<file path="config.mk">
export PLATFORM = sky130hd
export DESIGN_NAME = systolic_matmul_nxn
export DESIGN_NICKNAME = d
export VERILOG_FILES = /design/src/rtl/systolic_matmul_nxn_pkg.sv /design/src/rtl/systolic_matmul_nxn_pe.sv /design/src/rtl/systolic_matmul_nxn.sv
export SDC_FILE = /design/constraint.sdc
export NUM_CORES = 1
export LEC_CHECK = 0
export BUFFER_PORTS_ARGS = -buffer_cell sky130_fd_sc_hd__buf_2
export CAP_MARGIN = 20
export CORE_MARGIN = 2
export CORE_UTILIZATION = 40
export DETAILED_ROUTE_END_ITERATION = 8
export PLACE_DENSITY = 0.55
export SLEW_MARGIN = 20
export SYNTH_ARGS = -nofsm -noshare
export SYNTH_HDL_FRONTEND = slang
export SYNTH_SLANG_ARGS = --single-unit
</file>
<file path="constraint.sdc">
create_clock -name clk -period 9.18 [get_ports clk]
set_clock_uncertainty 0.1 [all_clocks]
set_input_delay 1.377 -clock clk [delete_from_list [all_inputs] [get_ports clk]]
set_output_delay 1.377 -clock clk [all_outputs]
set_load 0.005 [all_outputs]
</file>
<file path="src/rtl/systolic_matmul_nxn_pkg.sv">
// Shared types and sizing helpers for the NxN systolic matrix multiplier.
package systolic_pkg;

  typedef enum logic [2:0] {
    IDLE,
    LOAD_A,
    LOAD_B,
    COMPUTE,
    OUTPUT
  } state_t;

  // Accumulator width that cannot overflow for N products of two DW-bit
  // operands, in either signed or unsigned interpretation.
  function automatic int acc_width(input int n, input int dw);
    return 2 * dw + $clog2(n);
  endfunction

endpackage

</file>
<file path="src/rtl/systolic_matmul_nxn_pe.sv">
// One processing element: forwards a right and b down, accumulates a*b.
module systolic_pe #(
  parameter int DW = 4,
  parameter int AW = 9
) (
  input  logic          clk,
  input  logic          rst_n,
  input  logic [DW-1:0] a_in,
  input  logic [DW-1:0] b_in,
  input  logic          clr,
  input  logic          signed_mode,
  output logic [DW-1:0] a_out,
  output logic [DW-1:0] b_out,
  output logic [AW-1:0] acc
);

  logic [AW-1:0] ax, bx, prod;

  // Extending both operands to AW first makes the low AW bits of the product
  // correct for either interpretation, so one multiplier serves both modes.
  assign ax   = signed_mode ? {{(AW-DW){a_in[DW-1]}}, a_in} : {{(AW-DW){1'b0}}, a_in};
  assign bx   = signed_mode ? {{(AW-DW){b_in[DW-1]}}, b_in} : {{(AW-DW){1'b0}}, b_in};
  assign prod = ax * bx;

  // Operand forwarding and accumulation; clr holds the PE at zero between jobs.
  always_ff @(posedge clk or negedge rst_n) begin
    if (!rst_n) begin
      a_out <= '0;
      b_out <= '0;
      acc   <= '0;
    end else if (clr) begin
      a_out <= '0;
      b_out <= '0;
      acc   <= '0;
    end else begin
      a_out <= a_in;
      b_out <= b_in;
      acc   <= acc + prod;
    end
  end

endmodule

</file>
<file path="src/rtl/systolic_matmul_nxn.sv">
// NxN output-stationary systolic multiplier: load A, load B, run the skewed
// wavefront through the PE grid, then stream C out row-major.
module systolic_matmul_nxn
  import systolic_pkg::*;
#(
  parameter int N  = 2,
  parameter int DW = 4,
  parameter int AW = acc_width(N, DW)
) (
  input  logic          clk,
  input  logic          rst_n,
  input  logic          start,
  input  logic          signed_mode,
  input  logic          in_valid,
  output logic          in_ready,
  input  logic [DW-1:0] in_data,
  output logic          out_valid,
  input  logic          out_ready,
  output logic [AW-1:0] out_data,
  output logic          out_last,
  output logic          busy
);

  localparam int NN = N * N;
  localparam int IW = $clog2(NN);
  localparam int KW = $clog2(3 * N);

  state_t                  state, state_nx;
  logic [IW-1:0]           cnt;
  logic [KW-1:0]           k;
  logic                    mode;
  logic [NN-1:0][DW-1:0]   a_buf, b_buf;
  logic [N-1:0][DW-1:0]    row_inj, col_inj;
  logic [NN-1:0][AW-1:0]   acc;
  logic [N-1:0][N-2:0][DW-1:0] a_link;
  logic [N-2:0][N-1:0][DW-1:0] b_link;
  logic                    beat_in, beat_out, cnt_end, k_end, clr;

  assign beat_in  = in_valid & in_ready;
  assign beat_out = out_valid & out_ready;
  assign cnt_end  = (cnt == IW'(NN - 1));
  assign k_end    = (k == KW'(3 * N - 2));
  assign clr      = (state == IDLE) || (state == LOAD_A) || (state == LOAD_B);

  // State register.
  always_ff @(posedge clk or negedge rst_n) begin
    if (!rst_n) state <= IDLE;
    else        state <= state_nx;
  end

  // Next-state and handshake outputs.
  always_comb begin
    state_nx  = state;
    in_ready  = 1'b0;
    out_valid = 1'b0;
    out_last  = 1'b0;
    busy      = (state != IDLE);
    case (state)
      IDLE:    if (start) state_nx = LOAD_A;
      LOAD_A: begin
        in_ready = 1'b1;
        if (beat_in && cnt_end) state_nx = LOAD_B;
      end
      LOAD_B: begin
        in_ready = 1'b1;
        if (beat_in && cnt_end) state_nx = COMPUTE;
      end
      COMPUTE: if (k_end) state_nx = OUTPUT;
      OUTPUT: begin
        out_valid = 1'b1;
        out_last  = cnt_end;
        if (beat_out && cnt_end) state_nx = IDLE;
      end
      default: state_nx = IDLE;
    endcase
  end

  // Element counter (load and output index), compute cycle counter, buffers.
  always_ff @(posedge clk or negedge rst_n) begin
    if (!rst_n) begin
      cnt   <= '0;
      k     <= '0;
      mode  <= 1'b0;
      a_buf <= '0;
      b_buf <= '0;
    end else begin
      case (state)
        IDLE: if (start) begin
          cnt  <= '0;
          mode <= signed_mode;
        end
        LOAD_A: if (beat_in) begin
          a_buf[cnt] <= in_data;
          cnt        <= cnt_end ? '0 : cnt + IW'(1);
        end
        LOAD_B: if (beat_in) begin
          b_buf[cnt] <= in_data;
          cnt        <= cnt_end ? '0 : cnt + IW'(1);
          k          <= '0;
        end
        COMPUTE: k <= k + KW'(1);
        OUTPUT: if (beat_out) cnt <= cnt_end ? '0 : cnt + IW'(1);
        default: ;
      endcase
    end
  end

  // Skewed edge injection: row i sees A[i][k-i], column j sees B[k-j][j].
  always_comb begin
    row_inj = '0;
    col_inj = '0;
    if (state == COMPUTE) begin
      for (int i = 0; i < N; i++) begin
        for (int s = 0; s < N; s++) begin
          if (k == KW'(s + i)) begin
            row_inj[i] = a_buf[i*N + s];
            col_inj[i] = b_buf[s*N + i];
          end
        end
      end
    end
  end

  for (genvar gi = 0; gi < N; gi++) begin : g_row
    for (genvar gj = 0; gj < N; gj++) begin : g_col
      logic [DW-1:0] a_i, b_i, a_o, b_o;

      if (gj == 0) begin : g_aedge
        assign a_i = row_inj[gi];
      end else begin : g_ain
        assign a_i = a_link[gi][gj-1];
      end
      if (gi == 0) begin : g_bedge
        assign b_i = col_inj[gj];
      end else begin : g_bin
        assign b_i = b_link[gi-1][gj];
      end

      // Operands leaving the right and bottom edges have no consumer.
      if (gj < N - 1) begin : g_afwd
        assign a_link[gi][gj] = a_o;
      end else begin : g_aend
        logic [DW-1:0] a_unused;
        assign a_unused = a_o;
      end
      if (gi < N - 1) begin : g_bfwd
        assign b_link[gi][gj] = b_o;
      end else begin : g_bend
        logic [DW-1:0] b_unused;
        assign b_unused = b_o;
      end

      systolic_pe #(.DW(DW), .AW(AW)) u_pe (
        .clk         (clk),
        .rst_n       (rst_n),
        .a_in        (a_i),
        .b_in        (b_i),
        .clr         (clr),
        .signed_mode (mode),
        .a_out       (a_o),
        .b_out       (b_o),
        .acc         (acc[gi*N + gj])
      );
    end
  end

  // Accumulators are frozen in OUTPUT (the grid has drained to zeros),
  // so the presented element stays stable while the consumer stalls.
  assign out_data = (state == OUTPUT) ? acc[cnt] : '0;

endmodule

</file>
**Yosys cells after proc, flatten, opt, wreduce, memory -nomap -nowiden**

Index checks and enable logic that the tools add are counted.

- Bitwise operators: 2
- Multipliers: 4
- Eq/ne operators: 16
- Add/subtract/negate cells: 6
- Multiplexer cells: 49
- Reduce and logical (&&, ||, !) cells: 17
- Magnitude comparators: 2

Operators by type and width:

| cell | number |
|---|---|
| $mux W9 | 14 |
| $mux W4 | 13 |
| $add A9 B9 Y9 | 4 |
| $mul A9 B9 Y9 | 4 |
| $bwmux W16 | 2 |
| $bmux W9 S2 | 1 |
| $mux W3 | 6 |
| $mux W8 | 2 |
| $pmux W3 S5 | 1 |
| $ne A2 B2 Y1 const B | 5 |
| $eq A3 B2 Y1 const B | 3 |
| $demux W4 S2 | 1 |
| $mux W2 | 4 |
| $reduce_and A2 Y1 | 4 |
| $eq A3 B1 Y1 const B | 2 |
| $eq A3 B3 Y1 const B | 2 |
| $logic_not A3 Y1 | 2 |
| $ne A2 B1 Y1 const B | 3 |
| $pmux W2 S3 | 1 |
| $pmux W3 S2 | 1 |
| $reduce_bool A3 Y1 | 2 |
| $reduce_and A5 Y1 | 1 |
| $reduce_and A4 Y1 | 1 |
| $add A3 B1 Y3 const B | 1 |
| other kinds (10) | 16 |

- Bits in registers: 93
- Output and inout bits: 13
- Bits of input ports: 10
- Logic and storage cells: 116

**Longest topological paths before layout**

Gate-level depths: netlist of run 1.

- Depth after elaboration: 8
- Depth in mapped cells: 25
- Gate-level depth less buffers: 24

**By module**

Synthesis of run 1 repeated with hierarchy kept, for this count alone.

- Cell total of the unflattened synthesis: 909
- Area, all modules: 9456.6 um^2

Modules (own cells, without submodules):

| module | cells each | seq. area each (um^2) | area an instance (um^2) | instances |
|---|---|---|---|---|
| systolic_matmul_nxn | 202 | 1026.0 | 2333.5 | 1 |
| systolic_pe at g_row[0].g_col[0].u_pe | 176 | 425.4 | 1798.0 | 1 |
| systolic_pe at g_row[1].g_col[0].u_pe | 178 | 425.4 | 1775.5 | 1 |
| systolic_pe at g_row[1].g_col[1].u_pe | 177 | 425.4 | 1775.5 | 1 |
| systolic_pe at g_row[0].g_col[1].u_pe | 176 | 425.4 | 1774.2 | 1 |

**Worst setup path before layout of run 1**

Ideal clock, no wire load.

- Kind: register to register
- Start: reg k[1]
- End: reg g_row[1].g_col[0].u_pe.acc[8]
- Data required time: 8948 ps
- Cell stages (with the launch flop): 19
- Clock period less this slack: 5422 ps
- Setup time: 132 ps
- Setup slack: 3758 ps
- Buffers on the path: 2
- Arrival: 5190 ps
- Path through: dfrtp_1 -> inv_1 -> ha_1 -> buf_2 -> buf_2 -> nand3b_1 -> a21oi_1 -> nand3_1 -> fa_1 -> fa_1 -> fa_1 -> fa_1 -> fa_1 -> inv_1 -> ha_1 -> or3_1 -> o22a_1 -> xnor2_1 -> nor2_1

- Cells in the longest elaborated chain, start to end: 8
- Elaborated cells between the ends (all ways): 9
- Those cells by class: 1 x add/sub; 1 x mul; 2 x eq/ne; 5 x mux

Ends and longest elaborated chain:

| item | line | source |
|---|---|---|
| from (decl) | systolic_matmul_nxn.sv:30 | `logic [KW-1:0] k;` |
| from (signal assigned) | systolic_matmul_nxn.sv:101 | `COMPUTE: k <= k + KW'(1);` |
| $eq A3 B1 Y1 | systolic_matmul_nxn.sv:115 | `if (k == KW'(s + i)) begin` |
| $mux W4 | systolic_matmul_nxn.sv:115 |  |
| $mux W4 * | systolic_matmul_nxn.sv:115 |  |
| $mux W8 * | systolic_matmul_nxn.sv:112 | `if (state == COMPUTE) begin` |
| $mux W9 * | systolic_matmul_nxn_pe.sv:21 | `assign ax = signed_mode ? {{(AW-DW){a_in[DW-1]}}, a_in} : {{(AW-DW){1'b0}}, a_in};` |
| $mul A9 B9 Y9 * | systolic_matmul_nxn_pe.sv:23 | `assign prod = ax * bx;` |
| $add A9 B9 Y9 * | systolic_matmul_nxn_pe.sv:38 | `acc <= acc + prod;` |
| $mux W9 * | systolic_matmul_nxn_pe.sv:31 | `end else if (clr) begin` |
| to (signal assigned) | systolic_matmul_nxn_pe.sv:38 |  |
| to (decl) | systolic_matmul_nxn_pe.sv:14 | `output logic [AW-1:0] acc` |

Every way passes the cells marked *; elsewhere a longest branch is shown, timed or not.
A chain may end at the register's enable or synchronous reset.

**Final worst setup path of run 1**

- Start: reg state[2]
- End: reg g_row[1].g_col[0].u_pe.acc[8]

- Cells in the longest elaborated chain, start to end: 6
- Elaborated cells between the ends (all ways): 11
- Those cells by class: 1 x add/sub; 1 x mul; 3 x eq/ne; 3 x mux; 3 x reduce/logical

Ends and longest elaborated chain:

| item | line | source |
|---|---|---|
| from (decl) | systolic_matmul_nxn.sv:28 | `state_t state, state_nx;` |
| from (signal assigned) | systolic_matmul_nxn.sv:48 | `else state <= state_nx;` |
| $eq A3 B2 Y1 | systolic_matmul_nxn.sv:112 |  |
| $mux W8 | systolic_matmul_nxn.sv:112 |  |
| $mux W9 | systolic_matmul_nxn_pe.sv:21 |  |
| $mul A9 B9 Y9 | systolic_matmul_nxn_pe.sv:23 |  |
| $add A9 B9 Y9 | systolic_matmul_nxn_pe.sv:38 |  |
| $mux W9 * | systolic_matmul_nxn_pe.sv:31 |  |

Marks and branches as above.

==> summary.txt, run 1 <==
Synthesis
  • Synthesized cell area: approximately 9000 um^2
  • Synthesis-stage register bit count: 93
  • Syn nets: 1,108
  • Syn Inst Count: ~910
  • Most common cell in the netlist: inv_1
  • Synth Flop Type: dfrtp_1
  • Post-synth top cells: inv_1 (162), ha_1 (104), dfrtp_1 (93)
  • Synth Area in Adders: 0.330
  • Post-synth EDFFs: 0
  • Synth cell types: 42
  • Synth Area in Compound Gates: 0.0571
  • Synth area leader: dfrtp_1
  • Post-Synth XOR/XNOR Area: 0.0621
  • Simple-Gate Fraction of Synth Area: 0.145
  • Largest family of logic cells by synthesized area: adder cells
  • Multiplexer area fraction after synthesis: 0.0663
  • Synth top area share: 0.259
  • Register area share after synthesis: 0.259
  • Async SR Flop Fraction: 1.00
  • Mapped Avg Cell Area: 9.85 um^2
  • Yosys warns: 0
  • Area contributors post-synth: dfrtp_1 (26%), fa_1 (19%), ha_1 (15%), inv_1 (6.8%), mux2_2 (4.1%)

Timing
  • Crit share post-route: 0.677
  • Fmax achieved: 0.161 GHz
  • Final-report hold violation count: 0
  • Setup ws final: 2.97 ns
  • Slew @ Worst Pin: 0.852 ns
  • Max-slew headroom: 0.432
  • Setup-failing EPs final: 0
  • Min Clock Period, post-route: roughly 6.2 ns
  • Setup TNS: 0 ns
  • Unrepaired setup endpoints after global routing: false
  • Final Max Slew Viols: 0

Critical path
  • Slowest-stage cell, CP: a21oi_1
  • Slowest Stage Delay on Critical Path: roughly 0.73 ns
  • Worst setup SP type: flip-flop
  • CP top delay family: adder cells
  • Reg-to-Reg End: g_row[1].g_col[0].u_pe.acc[8]
  • CP endpoint kind: flip-flop
  • CP max FO: 24
  • Reg2reg path depth: 14
  • Crit-path cells: nand4bb_1, a21oi_1, nand3_1, fa_1, fa_1, fa_1, fa_1, fa_1, xor2_1, xnor2_1, xnor3_1, xnor2_1, xnor2_1, nor2_1
  • CP arrival: 6.36 ns
  • Flop-to-flop setup slack: between 2 and 3 ns
  • Buffers plus inverters on the worst setup path: 0
  • Worst r2r src: state[2]
  • Required @ worst endpoint: 9.32 ns
  • Crit Path Class: reg -> reg
  • Most used cell along the critical path: fa_1

Drt
  • Vias per cell: 4.94
  • 1st-pass router iterations: 4
  • Post-Route WL: around 19,000 um
  • DR vias: 5,963
  • First DRT Iteration DRCs: around 310
  • Post-route antenna net violation count: 0
  • DRC: 0
  • WL/cell: between 15 and 20 um

Floorplanning
  • CORE AREA: between 20,000 and 25,000 um^2
  • Die area: about 24,000 um^2
  • I/O Pins: 23
  • Die H: ~150 um
  • Site row count: 54
  • Die W: approximately 150 um
  • Initial Util: 0.410

Clocking
  • Clk sinks: a little over 90
  • Clk Latency, worst-skew pair: 0.36 ns
  • Max Root-Sink Buffers: 2
  • Clock root buffer: clkbuf_16
  • Reg clk slew, reported paths: 0.08 ns
  • # resized after CTS: 0
  • Inserted Clock Buffers: 9
  • CTS H-tree lvls: 3
  • Post-CTS Setup Bufs: 0
  • CTS hold repair buffers: 0
  • CTS tree: built

Job
  • Number of max-cap violations: 0

Global routing
  • Vias in the first global route: approximately 5,900
  • First-pass GRT wire length: 31,600 um
  • Initial antenna violation count: 0
  • Pin count of the biggest net entering global routing: 64
  • Tot GR Track Use: 0.169
  • GRT overflow: 0

Place
  • DP HPWL: between 15,000 and 20,000 um
  • IO Port Bufs: 22
  • GPL Wtd Cong: about 0.80
  • Pre-CTS setup slack: between 2 and 3 ns

Power
  • Switch share: 0.378
  • P_int: about 0.86 mW
  • Psw: about 0.52 mW
  • Clock share of power: 0.277
  • Max VDD drop: approximately 0.12 mV
  • Logic pwr share: 0.288
  • Cell Pwr Density: 142 nW/um^2
  • Flop pwr share: 0.435
  • Leak Pwr: around 5 nW

Hold path
  • Hold endpoint: b_buf[6]
  • WHS Path Cells: 1
  • Startpoint of the worst hold path: b_buf[6]
  • Min-delay worst type: reg -> reg

Cells and area
  • Area growth syn-to-layout: 7.99%
  • Final net count: 1,118
  • Layout cells sized above 1: 0.0961
  • ANT cells: 0

Outcome
  • Status: completed
worst max-delay path by stage:
stage	startpoint	endpoint	slack (ns)	cells past startpoint
2_1_floorplan	k[1]	g_row[1].g_col[0].u_pe.acc[8]	3.76	18
3_3_place_gp	state[2]	g_row[1].g_col[0].u_pe.acc[8]	3.15	14
3_5_place_dp	state[2]	g_row[1].g_col[0].u_pe.acc[8]	2.95	14
4_1_cts	state[2]	g_row[1].g_col[0].u_pe.acc[8]	2.92	14
5_1_grt	state[2]	g_row[1].g_col[0].u_pe.acc[8]	2.60	14
6_report	state[2]	g_row[1].g_col[0].u_pe.acc[8]	2.97	14
state kept, by name (all words and copies together), names as in the netlist:
name                    cells
g_row.g_col.u_pe.acc       36
a_buf                      16
b_buf                      16
g_row.g_col.u_pe.a_out      8
g_row.g_col.u_pe.b_out      8
k                           3
state                       3
cnt                         2
mode                        1
cell usage in the layout, fill, tap and decap left out, types with 2 or more instances in the layout:
master and instances:
a21boi_0 10, a21o_1 8, a21oi_1 27, a21oi_4 2, a31oi_1 2, a32o_1 2
a32oi_1 2, and2_1 34, and3_1 30, buf_2 21, buf_4 3, clkbuf_16 9
clkinv_4 2, clkinv_8 2, dfrtp_1 93, fa_1 83, ha_1 104, inv_1 162
inv_6 2, mux2_2 33, mux2i_1 2, mux4_2 9, nand2_1 69, nand3_1 16
nand3b_1 7, nor2_1 55, nor2b_1 20, nor3_1 13, nor3b_1 4, o21ai_0 24
o22a_1 3, or3_1 5, xnor2_1 36, xnor3_1 3, xor2_1 18
area by class of cell:
class	count	area (um^2)
clock inverters	7	78.8
multi-input cells	630	5940
repair buffers	25	155
flip-flops and latches	93	2330
inverters	162	608
well taps	280	350
fillers	2128	12200
clock buffers	9	225
through the flow:
stage / power, mW / hold slack [ns] / instance area (um^2) / util / instances
3_3_place_gp: 0.988 / 0.389 / 9350 / 0.427 / 1189
5_1_grt: 1.47 / 0.417 / 9690 / 0.443 / 1206
6_report: 1.38 / 0.409 / 9690 / 0.443 / 1206
4_1_cts: 1.38 / 0.411 / 9650 / 0.441 / 1205
3_5_place_dp: 0.992 / 0.393 / 9350 / 0.427 / 1189
2_1_floorplan: 0.875 / 0.379 / 8970 / - / 911
layer usage:
metal  share of wire  wire, um  global-route usage
met1            0.49      9220               0.240
met3           0.032       607              0.0313
met5               0         0                   0
met4           0.010       187              0.0293
met2            0.47      8730               0.274
cell families after synthesis:
| logic type | Yosys count |
|---|---|
| adder cells (fa/ha/maj) | 187 |
| XOR/XNOR | 58 |
| multiplexers | 44 |
| AND/OR/NAND/NOR | 258 |
| AO/OA/AOI/OAI | 83 |
| buffers and inverters | 188 |
| flip-flops | 93 |
power by group through the flow:
stage	Sequential [mW]	Clock [mW]	Combinational [mW]
floorplan	0.543	0	0.332
global placement	0.606	0	0.381
detailed placement	0.607	0	0.386
CTS	0.598	0.399	0.387
global route	0.616	0.413	0.442
finish	0.600	0.382	0.397
Power figures use the tool's default switching activity.
==> inputs of run 2 (changes only) <==
--- a/config.mk
+++ b/config.mk
@@ -5,12 +5,13 @@
 export SDC_FILE = /design/constraint.sdc
 export NUM_CORES = 1
 export LEC_CHECK = 0
+export ABC_AREA = 1
 export BUFFER_PORTS_ARGS = -buffer_cell sky130_fd_sc_hd__buf_2
 export CAP_MARGIN = 20
 export CORE_MARGIN = 2
 export CORE_UTILIZATION = 40
 export DETAILED_ROUTE_END_ITERATION = 8
-export PLACE_DENSITY = 0.55
+export PLACE_DENSITY = 0.57
 export SLEW_MARGIN = 20
 export SYNTH_ARGS = -nofsm -noshare
 export SYNTH_HDL_FRONTEND = slang
==> constraint.sdc (replaced) <==
create_clock -name clk -period 5.4 [get_ports clk]
set_clock_uncertainty 0.1 [all_clocks]
set_input_delay 0.81 -clock clk [delete_from_list [all_inputs] [get_ports clk]]
set_output_delay 0.81 -clock clk [all_outputs]
set_load 0.005 [all_outputs]
==> run 2 against run 1 <==
  * Sequential power increased by 64%
  * Flip-flop and latch count unchanged
  * Total power increased by 82%
  * Area after synthesis increased by 0.50%
  * Register-to-register slack got worse by 2.8 ns
  * Sequential share of layout area decreased by 1.2 points
  * Core utilization increased by 2.3 points
==> summary.txt, run 2 <==
Clocking
  • Inserted Clock Buffers: 9 (unchanged)
  • Max Root-Sink Buffers: 2 (unchanged)
  • Clk Latency, worst-skew pair: 0.36 ns (about the same)
  • Clk sinks: 93 (unchanged)
  • Reg clk slew, reported paths: 0.08 ns (about the same)
  • CTS tree: built (unchanged)
  • CTS H-tree lvls: 3 (unchanged)
  • Clock root buffer: clkbuf_16 (unchanged)
  • CTS hold repair buffers: 0 (unchanged)

Cells and area
  • Commonest non-fill, non-tap cells in the layout: inv_1 (243), nand2_1 (203), nor2_1 (116) (was inv_1 (162), ha_1 (104), dfrtp_1 (93))
  • Area growth syn-to-layout: 13.5% (was 7.99%)
  • ANT cells: 0 (unchanged)
  • Layout cells sized above 1: 0.130 (was 0.0961)
  • Biggest regs: g_row.g_col.u_pe.acc x36, a_buf x16, b_buf x16 (unchanged)
  • Fin area: 10,200 um^2 (was 9690 um^2)
  • Commonest non-fill, non-tap cell in the layout: inv_1 (unchanged)
  • Largest register FFs: 36 (unchanged)
  • Final core utilization: 0.466 (was 0.443)
  • Final net count: 1,380 (was 1,118)
  • Top reg by flops: g_row.g_col.u_pe.acc (unchanged)

Global routing
  • Met3 usage: 0.0234 (was 0.0313)
  • Pin count of the biggest net entering global routing: 56 (was 64)
  • Vias in the first global route: 7,174 (was 5,942)
  • Tot GR Track Use: 0.190 (was 0.169)
  • Initial antenna violation count: 0 (unchanged)
  • First-pass GRT wire length: 35,600 um (was 31,600 um)
  • Most used routing layer: met2 (unchanged)
  • GRT overflow: 0 (unchanged)
  • Met2 Usage GRT: 0.324 (was 0.274)
  • M1 GR Usage: 0.262 (was 0.240)

Floorplanning
  • Die H: 154 um (about the same)
  • Initial Util: 0.411 (was 0.410)
  • Die W: 154 um (about the same)
  • I/O Pins: 23 (unchanged)
  • Die area: 23,800 um^2 (was 23,600 um^2)
  • Site row count: 54 (unchanged)
  • CORE AREA: 22,000 um^2 (was 21,900 um^2)

Outcome
  • Status: completed (unchanged)

Place
  • IO Port Bufs: 22 (unchanged)
  • Pre-CTS setup slack: 0.0208 ns (was 2.95 ns)
  • GPL Wtd Cong: 0.833 (was 0.795)
  • DP HPWL: 16,900 um (was 15,300 um)
  • DP Area: 9630 um^2 (was 9350 um^2)

Synthesis
  • Syn Inst Count: 1,120 (was 911)
  • Synthesis-stage register bit count: 93 (unchanged)
  • Most common cell in the netlist: inv_1 (unchanged)
  • Synth Flop Type: dfrtp_1 (unchanged)
  • Synthesized cell area: 9010 um^2 (was 8970 um^2)
  • Syn nets: 1,317 (was 1,108)
  • Mapped Avg Cell Area: 8.05 um^2 (was 9.85 um^2)
  • Post-synth top cells: inv_1 (250), nand2_1 (205), nor2_1 (126) (was inv_1 (162), ha_1 (104), dfrtp_1 (93))
  • Register area share after synthesis: 0.258 (was 0.259)
  • Yosys warns: 0 (unchanged)
  • Synth area leader: dfrtp_1 (unchanged)
  • Synth cell types: 35 (was 42)
  • Synth top area share: 0.258 (was 0.259)
  • Post-synth EDFFs: 0 (unchanged)
  • Async SR Flop Fraction: 1.00 (unchanged)
  • Area contributors post-synth: dfrtp_1 (26%), fa_1 (18%), ha_1 (14%), inv_1 (10%), nand2_1 (8.5%) (was dfrtp_1 (26%), fa_1 (19%), ha_1 (15%), inv_1 (6.8%), mux2_2 (4.1%))

Critical path
  • Crit Path Class: reg -> reg (unchanged)
  • CP arrival: 5.42 ns (was 6.36 ns)
  • Required @ worst endpoint: 5.59 ns (was 9.32 ns)
  • Most used cell along the critical path: nand2_1 (was fa_1)
  • Slowest Stage Delay on Critical Path: 0.56 ns (was 0.73 ns)
  • Worst setup SP type: flip-flop (unchanged)
  • CP max FO: 8 (was 24)
  • CP endpoint kind: flip-flop (unchanged)
  • Slowest-stage cell, CP: fa_2 (was a21oi_1)

Timing
  • Final-report hold violation count: 0 (unchanged)
  • Unrepaired setup endpoints after global routing: true (was false)
  • Crit share post-route: 0.969 (was 0.677)
  • Min Clock Period, post-route: 5.23 ns (was 6.21 ns)
  • Max-slew headroom: 0.394 (was 0.432)
  • Fmax achieved: 0.191 GHz (was 0.161 GHz)
  • Final Max Slew Viols: 0 (unchanged)
  • Slew @ Worst Pin: 0.908 ns (was 0.852 ns)
  • Setup-failing EPs final: 0 (unchanged)
  • Setup ws final: 0.167 ns (was 2.97 ns)

Drt
  • First DRT Iteration DRCs: 316 (was 307)
  • 1st-pass router iterations: 5 (was 4)
  • DR vias: 6,974 (was 5,963)
  • Vias per cell: 4.75 (was 4.94)
  • WL/cell: 14.4 um (was 15.5 um)
  • Post-route antenna net violation count: 0 (unchanged)
  • Post-Route WL: 21,200 um (was 18,700 um)
  • DRC: 0 (unchanged)

Power
  • Max VDD drop: 0.252 mV (was 0.123 mV)
  • Cell Pwr Density: 246 nW/um^2 (was 142 nW/um^2)
  • Final Power: 2.52 mW (was 1.38 mW)
  • Leak Pwr: 5.37 nW (was 5.09 nW)

Hold path
  • Min-delay worst type: in -> async (was reg -> reg)

Job
  • Number of max-cap violations: 0 (unchanged)
## run 2: cell count changes after synthesis, moves of 10 or more
cell	previous run	this run
mux2_2	33	0
a21oi_1	28	59
nor2b_1	20	0
nor3_1	13	2
and3_1	30	0
inv_1	162	250
a21boi_0	10	0
xnor2_1	36	14
nor2_1	55	126
o21ai_0	24	79
nand2_1	69	205
and2_1	34	2
## run 2: critical path, delay by kind of cell, from the launching register on
kind	cells	cell delay (ns)
fa+ha+maj	7	2.79
simple gates	9	0.98
buf+inv	7	0.46
flops	1	0.44
compound gates	3	0.39
## run 2: layout make-up
type	instances	area, um^2
clock buffer	10	229
clock inverter	6	51.3
fill	2171	11700
inverter	256	963
multi-input combinational	757	5850
sequential	93	2330
tap	280	350
timing repair buffer	66	450
## run 2: report_power, final
part           internal, mW  leakage, nW  switching (mW)
sequential            0.831         1.25           0.156
clock                 0.321        0.134           0.310
combinational         0.293         3.98           0.606
## run 2: timing repair
item,4_1_cts,5_1_grt
gates cloned,0,0
setup endpoints to repair,1,10
pin swaps,1,21
gates resized for setup,2,58
setup buffers,1,13
## run 2: path summary, 6_finish.rpt
path,cells after the start,to,startpoint,slack (ns)
hold / removal,1,g_row[0].g_col[1].u_pe.acc[2],rst_n,0.34
hold reg to reg,2,a_buf[15],a_buf[15],0.39
min in group clk,2,a_buf[15],a_buf[15],0.39
setup reg to reg,26,g_row[1].g_col[0].u_pe.acc[8],k[0],0.17
setup / recovery,26,g_row[1].g_col[0].u_pe.acc[8],k[0],0.17
max in group asynchronous,2,a_buf[7],rst_n,3.74
## run 2: kinds of logic (layout without fill, tap and decap cells)
kind of cell,after synthesis,after routing,share of synthesized area
adders and majority gates,187,187,0.329
DFF,93,93,0.258
and+or+nand+nor,381,381,0.174
AOI/OAI and AO/OA,156,156,0.0920
buffers and inverters,270,338,0.115
xor gates and xnor gates,33,33,0.0321
## run 2: through the flow
step	std cells	setup TNS, ns	hold slack (ns)
after CTS	1455	0	0.362
after detailed placement	1438	0	0.373
after floorplan	1120	0	0.353
after global placement	1438	0	0.368
after global routing	1468	-0.183	0.392
final	1468	0	0.337
## run 2: metal layers
layer | up-vias | wire length [um]
li1 | 3549 | -
met1 | 3335 | 10300
met2 | 74 | 10100
met3 | 16 | 541
met4 | 0 | 216
met5 | - | 0
==> inputs of run 3 (changes only) <==
--- a/config.mk
+++ b/config.mk
@@ -7,9 +7,10 @@
 export LEC_CHECK = 0
 export ABC_AREA = 1
 export BUFFER_PORTS_ARGS = -buffer_cell sky130_fd_sc_hd__buf_2
-export CAP_MARGIN = 20
+export CAP_MARGIN = 15
 export CORE_MARGIN = 2
 export CORE_UTILIZATION = 40
+export CTS_BUF_LIST = sky130_fd_sc_hd__clkbuf_4 sky130_fd_sc_hd__clkbuf_8
 export DETAILED_ROUTE_END_ITERATION = 8
 export PLACE_DENSITY = 0.57
 export SLEW_MARGIN = 20
==> run 3 against run 2 <==
  * Critical endpoint is now g_row[0].g_col[1].u_pe.acc[8]
  * Largest power group unchanged
  * Highest routed layer unchanged
  * Routed wire length grew 0.78%
  * Critical path type unchanged
  * Flip-flop and latch count is the same
  * Via count grew 0.49%
  * Global-route usage is essentially flat
==> summary.txt, run 3 (synthesis gave the netlist of run 2 again) <==
Power
  • Flop pwr share: 0.417 (was 0.392)
  • Max VDD drop: 0.253 mV (was 0.252 mV)
  • Cell Pwr Density: 231 nW/um^2 (was 246 nW/um^2)
  • P_int: 1.31 mW (was 1.44 mW)
  • Clock share of power: 0.200 (was 0.251)
  • Leak Pwr: 5.34 nW (was 5.37 nW)
  • Logic pwr share: 0.383 (was 0.357)
  • Psw: 1.05 mW (was 1.07 mW)
  • Switch share: 0.446 (was 0.426)

Floorplanning
  • Die area: 23,800 um^2 (unchanged)
  • Die W: 154 um (unchanged)
  • Initial Util: 0.411 (unchanged)
  • CORE AREA: 22,000 um^2 (unchanged)
  • Site row count: 54 (unchanged)
  • I/O Pins: 23 (unchanged)
  • Die H: 154 um (unchanged)

Critical path
  • Required @ worst endpoint: 5.59 ns (about the same)
  • CP max FO: 6 (was 8)
  • Crit-path cells: inv_2, ha_2, inv_2, nor2_4, buf_6, nand3_1, a21oi_2, inv_1, nor2_4, buf_4, fa_1, fa_1, ha_1, fa_1, inv_1, fa_1, inv_1, ha_1, a21oi_2, o21ai_1, a21oi_1, nand3_1, nand2_1, nor2_1
  • Worst setup SP type: flip-flop (unchanged)
  • Most used cell along the critical path: fa_1 (was nand2_1)
  • Slowest Stage Delay on Critical Path: 0.49 ns (was 0.56 ns)
  • CP arrival: 5.39 ns (was 5.42 ns)
  • Crit Path Class: reg -> reg (unchanged)
  • Slowest-stage cell, CP: fa_1 (was fa_2)
  • CP top delay family: adder cells (unchanged)
  • CP endpoint kind: flip-flop (unchanged)
  • Buffers plus inverters on the worst setup path: 7 (unchanged)

Clocking
  • CTS hold repair buffers: 0 (unchanged)
  • Clk Latency, worst-skew pair: 0.40 ns (was 0.36 ns)
  • CTS H-tree lvls: 3 (unchanged)
  • Clk sinks: 93 (unchanged)
  • Max Root-Sink Buffers: 2 (unchanged)
  • Inserted Clock Buffers: 9 (unchanged)
  • Reg clk slew, reported paths: 0.11 ns (was 0.08 ns)
  • Clock root buffer: clkbuf_8 (was clkbuf_16)
  • CTS tree: built (unchanged)

Cells and area
  • Commonest non-fill, non-tap cell in the layout: inv_1 (unchanged)
  • Final net count: 1,382 (was 1,380)
  • # fillers: 2,193 (was 2,171)
  • Top reg by flops: g_row.g_col.u_pe.acc (unchanged)
  • Area growth syn-to-layout: 13.1% (was 13.5%)
  • Layout cells sized above 1: 0.138 (was 0.130)
  • ANT cells: 0 (unchanged)
  • Cell Count, Final, Fillers Out: 1,470 (was 1,468)
  • Commonest non-fill, non-tap cells in the layout: inv_1 (243), nand2_1 (200), nor2_1 (116) (was inv_1 (243), nand2_1 (203), nor2_1 (116))
  • Largest register FFs: 36 (unchanged)
  • Biggest regs: g_row.g_col.u_pe.acc x36, a_buf x16, b_buf x16 (unchanged)
  • Final core utilization: 0.465 (was 0.466)

Global routing
  • Most used routing layer: met2 (unchanged)
  • Initial antenna violation count: 0 (unchanged)
  • Met2 Usage GRT: 0.322 (was 0.324)
  • Tot GR Track Use: 0.190 (about the same)
  • Vias in the first global route: 7,179 (was 7,174)
  • Pin count of the biggest net entering global routing: 56 (unchanged)
  • First-pass GRT wire length: 35,500 um (was 35,600 um)
  • Met3 usage: 0.0285 (was 0.0234)
  • M1 GR Usage: 0.261 (was 0.262)
  • GRT overflow: 0 (unchanged)

Timing
  • Min Clock Period, post-route: 5.20 ns (was 5.23 ns)
  • Final Max Slew Viols: 0 (unchanged)
  • Fmax achieved: 0.192 GHz (was 0.191 GHz)
  • Final-report hold violation count: 0 (unchanged)
  • Setup-failing EPs final: 0 (unchanged)
  • Slew @ Worst Pin: 0.911 ns (was 0.908 ns)
  • Crit share post-route: 0.963 (was 0.969)
  • Max-slew headroom: 0.392 (was 0.394)

Outcome
  • Status: completed (unchanged)

Hold path
  • Min-delay worst type: in -> async (unchanged)

Drt
  • First DRT Iteration DRCs: 348 (was 316)
  • 1st-pass router iterations: 5 (unchanged)
  • WL/cell: 14.5 um (was 14.4 um)
  • Post-route antenna net violation count: 0 (unchanged)
  • Vias per cell: 4.77 (was 4.75)
  • DRC: 0 (unchanged)
  • DR vias: 7,008 (was 6,974)
  • Post-Route WL: 21,300 um (was 21,200 um)

Place
  • GPL Wtd Cong: 0.833 (unchanged)
  • Placed Instances: 1,438 (unchanged)
  • DP HPWL: 16,900 um (unchanged)
  • IO Port Bufs: 22 (unchanged)

Job
  • Number of max-cap violations: 0 (unchanged)
[run 3: cell types whose count changed in the layout (fill, tap and decap cells not counted), sizes merged]
cell  previous run  this run
buf             66        68
[run 3: worst paths after layout]
| kind | depth (start not counted) | slack (ns) | to | from |
|---|---|---|---|---|
| setup reg to reg | 24 | 0.20 | g_row[0].g_col[1].u_pe.acc[8] | k[1] |
| max in group asynchronous | 2 | 3.77 | a_buf[7] | rst_n |
| min in group clk | 2 | 0.40 | a_buf[15] | a_buf[15] |
| hold reg to reg | 2 | 0.40 | a_buf[15] | a_buf[15] |
| setup / recovery | 24 | 0.20 | g_row[0].g_col[1].u_pe.acc[8] | k[1] |
| hold / removal | 1 | 0.30 | g_row[0].g_col[1].u_pe.acc[2] | rst_n |
[run 3: through the flow]
stage	hold slack, ns	cell area (um^2)	setup TNS, ns	power, mW	worst slack, ns
floorplan	0.353	9010	0	1.47	0.0320
finish	0.295	10200	0	2.36	0.199
global placement	0.368	9630	0	1.80	0.114
detailed placement	0.373	9630	0	1.81	0.0208
CTS	0.306	9820	0	2.29	0.00428
global route	0.336	10200	-0.213	2.55	-0.0701
[run 3: power groups by stage]
| stage | Sequential, mW | Clock (mW) | Combinational, mW |
|---|---|---|---|
| floorplan | 0.912 | 0 | 0.562 |
| global placement | 0.990 | 0 | 0.814 |
| detailed placement | 0.994 | 0 | 0.820 |
| CTS | 0.980 | 0.488 | 0.825 |
| global route | 1.01 | 0.512 | 1.03 |
| finish | 0.985 | 0.471 | 0.904 |
[run 3: what timing repair did]
item | in CTS | in global routing
resized for setup | 3 | 66
endpoints found under the setup margin | 1 | 9
cloned | 0 | 0
pin swaps | 1 | 28
hold endpoints to repair | 0 | 0
setup buffers | 1 | 15
[run 3: area by class of cell]
type,instances,area (um^2),area share
tap,280,350,0.0343
multi-input combinational,757,5900,0.579
timing repair buffer,68,469,0.0460
clock inverter,6,51.3,0.00503
sequential,93,2330,0.228
clock buffer,10,131,0.0129
inverter,256,963,0.0945
[run 3: layer usage]
layer | part of all wire | routed length (um)
met1 | 0.48 | 10200
met2 | 0.48 | 10300
met3 | 0.031 | 662
met4 | 0.0099 | 211
met5 | 0 | 0
